`src/rtl/fsm_input_conditioner.sv`:
```
// Input conditioner for the protocol FSM: synchronizes the 2-bit raw symbol and debounces it as one
// vector. Optional build macro FSM_IC_ONESHOT_EN presents each accepted symbol on E for one cycle.
module fsm_input_conditioner #(
    parameter int unsigned SYNC_STAGES     = 2,
    parameter int unsigned DEBOUNCE_CYCLES = 16
) (
    input  logic       clk,
    input  logic       reset,
    input  logic [1:0] raw_in,
    output logic [1:0] E,
    output logic       e_change,
    output logic       busy
);

    localparam int unsigned CNT_W =
        ($clog2(DEBOUNCE_CYCLES) > 1) ? $clog2(DEBOUNCE_CYCLES) : 1;
    localparam logic [CNT_W-1:0] CNT_LAST = CNT_W'(DEBOUNCE_CYCLES - 1);

    typedef enum logic {StStable, StQual} state_e;

    logic [1:0]       r_sync [SYNC_STAGES];
    logic [1:0]       w_sync_q;
    state_e           r_state, w_state_next;
    logic [1:0]       r_stable, w_stable_next;
    logic [1:0]       r_cand, w_cand_next;
    logic [CNT_W-1:0] r_cnt, w_cnt_next;
    logic             w_accept;
    logic [1:0]       r_e, w_e_next;
    logic             r_e_change;
    logic             r_busy, w_busy_next;

    // Plain flop chain: no logic between stages.
    always_ff @(posedge clk or posedge reset) begin
        if (reset) begin
            for (int i = 0; i < SYNC_STAGES; i++) r_sync[i] <= 2'b00;
        end else begin
            r_sync[0] <= raw_in;
            for (int i = 1; i < SYNC_STAGES; i++) r_sync[i] <= r_sync[i-1];
        end
    end

    assign w_sync_q = r_sync[SYNC_STAGES-1];

    always_ff @(posedge clk or posedge reset) begin
        if (reset) begin
            r_state  <= StStable;
            r_stable <= 2'b00;
            r_cand   <= 2'b00;
            r_cnt    <= '0;
        end else begin
            r_state  <= w_state_next;
            r_stable <= w_stable_next;
            r_cand   <= w_cand_next;
            r_cnt    <= w_cnt_next;
        end
    end

    always_comb begin
        w_state_next  = r_state;
        w_stable_next = r_stable;
        w_cand_next   = r_cand;
        w_cnt_next    = r_cnt;
        w_accept      = 1'b0;
        unique case (r_state)
            StStable: begin
                if (w_sync_q != r_stable) begin
                    w_cand_next  = w_sync_q;
                    w_cnt_next   = '0;
                    w_state_next = StQual;
                end
            end
            StQual: begin
                if (w_sync_q == r_cand) begin
                    // Compare before incrementing so the counter never wraps.
                    if (r_cnt == CNT_LAST) begin
                        w_stable_next = r_cand;
                        w_accept      = 1'b1;
                        w_state_next  = StStable;
                    end else begin
                        w_cnt_next = r_cnt + CNT_W'(1);
                    end
                end else if (w_sync_q == r_stable) begin
                    w_state_next = StStable;
                end else begin
                    w_cand_next = w_sync_q;
                    w_cnt_next  = '0;
                end
            end
            default: w_state_next = StStable;
        endcase
    end

    always_comb begin
        w_busy_next = (w_state_next == StQual);
`ifdef FSM_IC_ONESHOT_EN
        w_e_next = w_accept ? w_stable_next : 2'b00;
`else
        w_e_next = w_stable_next;
`endif
    end

    // Outputs come straight from flops, updated on the same edge as the state.
    always_ff @(posedge clk or posedge reset) begin
        if (reset) begin
            r_e        <= 2'b00;
            r_e_change <= 1'b0;
            r_busy     <= 1'b0;
        end else begin
            r_e        <= w_e_next;
            r_e_change <= w_accept;
            r_busy     <= w_busy_next;
        end
    end

    assign E        = r_e;
    assign e_change = r_e_change;
    assign busy     = r_busy;

endmodule

```
`config.mk`:
```
export PLATFORM = sky130hd
export DESIGN_NAME = fsm_input_conditioner
export DESIGN_NICKNAME = d
export VERILOG_FILES = /design/src/rtl/fsm_input_conditioner.sv
export SDC_FILE = /design/constraint.sdc
export NUM_CORES = 1
export LEC_CHECK = 0
export ABC_AREA = 1
export CAP_MARGIN = 20
export CORE_MARGIN = 4
export CORE_UTILIZATION = 45
export DETAILED_ROUTE_END_ITERATION = 12
export GPL_TIMING_DRIVEN = 0
export PLACE_DENSITY = 0.66
export RECOVER_POWER = 100
export SLEW_MARGIN = 10
export SYNTH_ARGS = -nofsm -noshare
export SYNTH_HDL_FRONTEND = slang
export SYNTH_SLANG_ARGS = --single-unit
```
`constraint.sdc`:
```
create_clock -name clk -period 3.4 [get_ports clk]
set_clock_uncertainty 0.2 [all_clocks]
set_input_delay 0.51 -clock clk [delete_from_list [all_inputs] [get_ports clk]]
set_output_delay 0.51 -clock clk [all_outputs]
set_load 0.03 [all_outputs]
```
==> impl_metrics.yaml <==
routing:
  routed_wl_um: 1060
  vias_per_cell: 4.67
  ant_nets: 0
  vias: 458
  wire_per_inst_um: 10.9
  dr.pass1.iters: 4
  drtIter0Drc: 4
  drcViolationCount: 0
power:
  pwr-share-seq: 0.546
  combPwrFrac: 0.094
  totalPowerFinal_mw: 0.330
  internal_power_mw: 0.251
  power_leakage_nw: 0.421
  p_switching_mw: 0.0789
  swShare: 0.239
  irDropWorstVdd_v: 0.000284
  power.share.clock: 0.360
  p_per_area_nw_per_um2: 443
synth:
  netlist_area_um2: 649
  synth-seq-cells: 14
  ys.warnings.count: 0
  seq_area_frac_synth: 0.539
  syn_area_per_cell_um2: 9.02
  syn_nets: 77
  synthCells: 72
  synth_cell_types: 19
job:
  timing.max_cap.violations: 0
setup_path:
  cp.required_ns: 2.69
  path_cells: "dlygate4sd3_1"
  critical-path-top-delay-family: "buffers and inverters"
  crit-reg2reg-launch: "r_cnt[0]$_DFFE_PP0P_"
  crit_buf_inv: 1
  cp_slowest_cell: "dlygate4sd3_1"
  rr_worst_depth: 7
  path_class: "reg -> out"
  rrSetupSlack_ns: 1.62
  max_stage_delay_ns: 0.76
  worstPathArrival_ns: 1.45
  reg2reg_to: "r_cnt[1]$_DFFE_PP0P_"
  cp-start-kind: "flop"
  crit_path_end_kind: "output port"
  cp_max_fo: 4
placed_design:
  gp_congestion: 0.742
  io_buffers: 7
  post-dp-hpwl_um: 790
  placed_area_um2: 738
sta:
  max_freq_mhz: 463
  tightest_slew_ns: 0.512
  period_share: 0.635
  min_period_ns: 2.16
  whs_ns: 0.136
  maxSlewHeadroom: 0.659
  drv_slew: 0
  tns_ns: 0
  final-hold-violation-count: 0
  timing.final.setup_violations: 0
  rsz0062_at_grt: "no"
clock_network:
  post_cts_buffers: 0
  cts_buffers: 3
  cts_tree: "done"
  ctsHtreeMaxLevel: 1
  cts_buffer_depth: 2
  root_buffer: "clkbuf_4"
  postCtsResizedCells: 0
  clkTransAtPathRegs_ns: 0.09
  clock_latency_ns: 0.28
  ctsHoldBuffers: 0
  cts_sinks: 14
floorplan:
  pin_count: 8
  fp.dieH_um: 46.0
  die_x_um: 46.0
  core_um2: 1330
  die-area_um2: 2110
  start_util: 0.487
  rows: 13
grt:
  grt_pass1_wl_um: 1900
  grt.total_usage: 0.133
  grt_max_degree: 15
  grt_pass1_vias: 435
  antenna_found_initial: 0
  grt_overflow_total: 0
cells_and_area:
  fill_cells: 133
  fin_area_um2: 744
  fin_util: 0.558
  areaGrowthSynthToFinish_pct: 14.6
  antenna_cells: 0
  drive_gt1_frac: 0.133
  fin_nets: 89
outcome:
  status: "finished, final reports clean"
min_path:
  hold_path_depth: 0
  holdPathEnd: "w_sync_q[0]$_DFF_PP0_"
  min_path_type: "reg -> reg"
  hp-start: "r_sync[2]$_DFF_PP0_"
-- layout by cell type, fill, tap and decap left out, drive strengths merged, types with 2 or more instances in the layout --
| cell type | synthesis | layout |
|---|---|---|
| nand2 | 26 | 26 |
| dfrtp | 14 | 14 |
| inv | 13 | 13 |
| dlygate4sd3 | 0 | 7 |
| nand3 | 6 | 6 |
| o21ai | 4 | 4 |
| clkbuf | 0 | 4 |
| nor2 | 3 | 3 |
| xor2 | 2 | 2 |
-- through the flow --
step | setup WS (ns) | std cells
2_1_floorplan | 1.99 | 72
3_3_place_gp | 1.64 | 94
3_5_place_dp | 1.61 | 94
4_1_cts | 1.29 | 98
5_1_grt | 1.19 | 98
6_report | 1.24 | 98
-- how the worst max path moves through the flow --
stage                              start              endpoint  slack [ns]  depth (start not counted)
floorplan           r_cnt[0]$_DFFE_PP0P_  r_cnt[2]$_DFFE_PP0P_        1.99                          7
global placement        E[0]$_DFFE_PP0P_                  E[0]        1.64                          1
detailed placement      E[0]$_DFFE_PP0P_                  E[0]        1.61                          1
CTS                     E[0]$_DFFE_PP0P_                  E[0]        1.29                          1
global route            E[0]$_DFFE_PP0P_                  E[0]        1.19                          1
finish                  E[0]$_DFFE_PP0P_                  E[0]        1.24                          1
-- final cells by class --
type | count | area (um2) | area share
inverter | 14 | 52.6 | 0.0706
tap | 15 | 18.8 | 0.0252
sequential | 14 | 350 | 0.471
clock buffer | 4 | 36.3 | 0.0487
multi-input combinational | 44 | 216 | 0.291
timing repair buffer | 7 | 70.1 | 0.0941
-- kinds of logic (layout without fill, tap and decap cells) --
group                    Yosys count  after routing  synth area share
buffers and inverters             14             25            0.0809
XOR/XNOR                           2              2            0.0270
AND/OR/NAND/NOR                   36             36             0.295
AO/OA/AOI/OAI                      5              5            0.0385
flip-flops                        14             14             0.540
adder cells (fa/ha/maj)            1              1            0.0193
-- metal layers --
metal,part of all wire,track usage,routed length [um]
met5,0,0,0
met4,0.0094,0.0682,10
met2,0.45,0.206,483
met1,0.48,0.153,506
met3,0.059,0.0593,63
-- power by group through the flow --
stage	clock, mW	combinational, mW	sequential [mW]
2_1_floorplan	0	0.0247	0.184
3_3_place_gp	0	0.0351	0.183
3_5_place_dp	0	0.0358	0.183
4_1_cts	0.123	0.0359	0.180
5_1_grt	0.132	0.0356	0.181
6_report	0.119	0.0309	0.180
-- synthesized netlist by cell type --
cell	n	area share
a21oi_1	1	0.0077
clkinv_1	1	0.0058
dfrtp_1	14	0.54
ha_1	1	0.019
inv_1	11	0.064
inv_2	2	0.012
nand2_1	21	0.12
nand2_2	4	0.039
nand2_4	1	0.017
nand3_1	4	0.031
nand3_2	1	0.015
nand3_4	1	0.027
nand3b_1	1	0.012
nor2_1	1	0.0058
nor2_2	1	0.0096
nor2_4	1	0.017
o21ai_0	2	0.015
o21ai_1	2	0.015
xor2_1	2	0.027
-- worst register-to-register path: stages (launching register included) --
cell and delay [ns]:
dfrtp_1 0.42, ha_1 0.23, nand3_1 0.16, clkinv_1 0.09
nand3_1 0.22, nand2_1 0.19, nand2_1 0.09, nand2_1 0.05
-- registers in the layout (all words and copies together) (netlist names) --
register and flops:
r_sync 2, busy 1, w_sync_q 2, r_cand 2
e_change 1, E 2, r_cnt 4
Power figures use the tool's default switching activity.
==> RTL change 1, RTL diff (same flow settings) <==
`DEBOUNCE_CYCLES`: 16 -> 8.
--- a/src/rtl/fsm_input_conditioner.sv
+++ b/src/rtl/fsm_input_conditioner.sv
@@ -4,3 +4,3 @@
     parameter int unsigned SYNC_STAGES     = 2,
-    parameter int unsigned DEBOUNCE_CYCLES = 16
+    parameter int unsigned DEBOUNCE_CYCLES = 8
 ) (
Check against the original RTL: no difference found for any inputs over 10 cycles, from zero or initial values and one cycle with reset high; that may be too few to reach the edited logic, so the function may still have changed.
==> RTL change 1 against the original RTL <==
Die area is 9.9% lower; design area is 9.7% lower; area after synthesis is 12% lower; power is 4.3% lower; setup slack better by 0.035 ns; sequential cell count is 1 lower; wire length is 23% lower; critical path depth stayed put; hold slack better by 0.019 ns; largest cell class unchanged; largest power group unchanged; highest routed layer unchanged.
==> RTL change 1: results (changes against the original RTL) <==
- # fillers: 107 (-20%)
- H-tree lvl count: 1 (unchanged)
- Dpl hpwl: 624.1 µm (-21%)
- Post-synth cell types: 13 (-6)
- XOR/XNOR Fraction of Synth Area: 3.063% (+0.37 points)
- DP Area: 659.4 µm² (-11%)
- Final-stage net count: 79 (-11%)
- Post-Place Setup Slack: 1.644 ns (+0.03121 ns)
- Clock power share: 30.1% (-5.9 points)
- Post-synthesis sequential area ratio: 56.89% (+2.9 points)
- Vias in the first global route: 405 (-6.9%)
- Compound-Gate Fraction of Synth Area: 3.282% (-0.57 points)
- Average size of a mapped cell: 9.374 µm² (+3.9%)
- Post-Synth Adder-Cell Area: 4.376% (+2.4 points)
- WL per Instance: 9.523 µm (-12%)
- Top cells by area, synth: dfrtp_1 57%, nand2_1 12%, inv_1 5.3%
- First-pass GRT wire length: 1.566 mm (-18%)
- Fin util: 58.12% (+2.3 points)
- Syn_nets: 67 (-13%)
- Total Routing Usage GR: 11.08% (-2.2 points)
- Min-delay src: r_sync[3]
- Peak supply drop: 0.2858 mV (+0.62%)
- Routability congestion estimate: 0.7266 (-2.0%)
- Share of cells above drive strength 1: 11.11% (-2.1 points)
- Data arrival, critical path: 1.41 ns (-0.04 ns)
- Run status: completed
- Maximum fanout along the worst path: 3 (-1)
- Largest net degree at the start of global routing: 14 (-1)
- Max reg flops: 3 (-1)
- DR vias: 396 (-14%)
- Power Internal: 0.0002266 W (-9.6%)
==> RTL change 1: cell types whose count changed after synthesis, moves of 2 or more <==
cell     change
inv_1        -3
nand2_1      -2
o21ai_1      -2
xnor2_1      +2
xor2_1       -2
nand2_2      -2
==> RTL change 1: layout make-up <==
class	instances	share of cell area [%]
inverters	10	5.587
clock buffers	3	3.352
clock inverters	1	0.7449
flip-flops and latches	13	48.42
multi-input cells	38	28.86
repair buffers	7	10.43
well taps	14	2.607
==> RTL change 1: final timing paths <==
check,to,slack [ns],cells after the start
worst max-delay path,E[1],1.28,1
worst min-delay path,w_sync_q[1],0.15,0
worst max register to register,E[1],1.84,7
worst min register to register,w_sync_q[1],0.15,0
max in group asynchronous,busy,2.21,2
min in group asynchronous,r_sync[2],0.48,2
==> RTL change 1: routing by layer <==
layer  wire, µm  GRT usage, %
met1        396         14.21
met2        382         15.70
met3         29         2.905
met4         10         8.434
met5          0             0
==> RTL change 2, RTL diff (same settings) <==
Without the edit above. The output `E` loses its register stage (`r_e` becomes a continuous assignment).
--- a/src/rtl/fsm_input_conditioner.sv
+++ b/src/rtl/fsm_input_conditioner.sv
@@ -104,3 +104,2 @@
         if (reset) begin
-            r_e        <= 2'b00;
             r_e_change <= 1'b0;
@@ -108,3 +107,2 @@
         end else begin
-            r_e        <= w_e_next;
             r_e_change <= w_accept;
@@ -113,2 +111,4 @@
     end
+
+    assign r_e = w_e_next;
 
Behaviour: same outputs for any inputs over 10 cycles, from zero or initial values and one cycle with reset high; that may be too few to reach the edited logic, so the function may still have changed.
==> RTL change 2 against the original RTL <==
Area after synthesis fell by 0.39%; sequential cell count did not move; maximum frequency shrank 26%; synthesized cell count fell by 6.9%; power is 3.5% higher; highest routed layer unchanged; design area rose by 0.84%; global-route usage decreased by 0.85 points; setup slack got worse by 0.76 ns; wire length decreased by 12%.
==> RTL change 2: results (changes against the original RTL) <==
- Run status: completed
- Highest routed layer: met4
- Max stage delay cell, worst path: clkdlybuf4s50_1
- Met2 Wirelength: 400 µm (-17%)
- Final hold slack: 0.1552 ns (+0.01925 ns)
- XOR/XNOR Fraction of Synth Area: 5.416% (+2.7 points)
- Max reg flops: 4 (unchanged)
- Post-synthesis sequential area ratio: 54.16% (+0.21 points)
- Relative slew slack: 67.10% (+1.2 points)
- Leak: 0.3893 nW (-7.6%)
- # fillers: 128 (-3.8%)
- Hold WC Path Type: flop to flop
- DRT iter0 DRCs: 10 (+6)
- First-pass GRT wire length: 1.738 mm (-8.7%)
- Total Routing Usage GR: 12.44% (-0.85 points)
- Vias in the first global route: 420 (-3.4%)
- Top cells by area, synth: dfrtp_1 54%, nand2_1 12%, nand3_1 6.2%
- FF-to-FF End: r_cnt[0]
- Routability congestion estimate: 0.7113 (-4.1%)
- Top post-synthesis cells by count: 21 x nand2_1, 14 x dfrtp_1, 8 x nand3_1
- Largest net degree at the start of global routing: 15 (unchanged)
- Dpl hpwl: 724 µm (-8.3%)
- WL met1: 466 µm (-7.9%)
- First-pass DRT Iterations: 4 (unchanged)
- Syn_nets: 72 (-6.5%)
- Met3 WL: 43 µm (-32%)
- Slowest stage delay, CP: 0.67 ns (-0.09 ns)
- Hold EP: w_sync_q[1]
- Final-stage net count: 84 (-5.6%)
- Clk pin slew, worst setup/hold paths: 0.07 ns (-0.02 ns)
- WL final: 933 µm (-12%)
- Reg2Reg Launch Point: w_sync_q[0]
- Min-delay src: r_sync[3]
- Maximum fanout along the worst path: 6 (+2)
- Peak supply drop: 0.2792 mV (-1.7%)
- Post-synth cell types: 16 (-3)
- DR vias: 440 (-3.9%)
- Reg-to-reg setup timing slack: 1.87 ns (+0.25 ns)
- Post-Synth Adder-Cell Area: 1.934% (+0.0075 points)
- Share of cells above drive strength 1: 12.82% (-0.43 points)
- Compound-Gate Fraction of Synth Area: 1.547% (-2.3 points)
[RTL change 2: cell count changes in the layout (fill, tap and decap cells not counted), moves of 2 or more]
cell	unedited run	this run
xnor2_1	0	3
o21ai_0	4	2
inv_2	2	0
dlygate4sd3_1	7	5
clkdlybuf4s50_1	0	2
nand3_1	5	9
inv_1	11	6
[RTL change 2: stage by stage]
stage | power, W | worst slack (ns) | util, % | area, µm² | instances
final | 0.0003413 | 0.4862 | 56.29 | 750.7 | 93
after floorplan | 0.0002233 | 1.581 | - | 646.9 | 67
after detailed placement | 0.0002375 | 0.9874 | 55.16 | 735.7 | 89
after global routing | 0.0003631 | 0.2984 | 56.29 | 750.7 | 93
after CTS | 0.0003546 | 0.6714 | 57.88 | 772.0 | 93
after global placement | 0.0002366 | 0.9960 | 55.16 | 735.7 | 89
[RTL change 2: worst max-delay path by stage]
| stage | from | end | slack [ns] | cells past startpoint |
|---|---|---|---|---|
| after floorplan | r_cnt[0] | E[1] | 1.58 | 6 |
| after global placement | w_sync_q[1] | E[1] | 1.0 | 8 |
| after detailed placement | w_sync_q[1] | E[1] | 0.99 | 8 |
| after CTS | w_sync_q[1] | E[1] | 0.67 | 8 |
| after global routing | r_cand[1] | E[0] | 0.30 | 9 |
| final | w_sync_q[0] | E[1] | 0.49 | 9 |
[RTL change 2: cells by family (layout without fill, tap and decap cells)]
kind of cell | count (synthesis) | count (layout)
flops | 14 | 14
xor+xnor | 4 | 4
compound gates | 2 | 2
buf+inv | 7 | 18
fa+ha+maj | 1 | 1
simple gates | 39 | 39
[RTL change 2: worst reg2reg max path, stage by stage (launching register included)]
cell and delay [ns]:
dfrtp_1 0.44, inv_1 0.06, nand2_1 0.07, nand2_2 0.04, nand3_1 0.16, clkinvlp_2 0.25
nand3b_1 0.14, nand2_1 0.06
[RTL change 2: report_power, final]
| part | switching [W] | total [W] | internal, W |
|---|---|---|---|
| Sequential | 0.00000809 | 0.000184 | 0.000176 |
| Combinational | 0.0000263 | 0.0000411 | 0.0000148 |
| Clock | 0.0000505 | 0.000116 | 0.0000651 |
| Total | 0.0000849 | 0.000341 | 0.000256 |
[RTL change 2: metal layers]
layer | vias up | global-route usage [%]
met3 | 2 | 5.929
li1 | 231 | -
met2 | 6 | 17.31
met4 | 0 | 10.23
met5 | - | 0
met1 | 201 | 14.15
[RTL change 2: final cells by class]
class	count	share of cell area, %
well taps	15	2.500
inverters	7	3.667
repair buffers	7	9.333
multi-input cells	46	33.00
clock buffers	4	4.833
flip-flops and latches	14	46.67
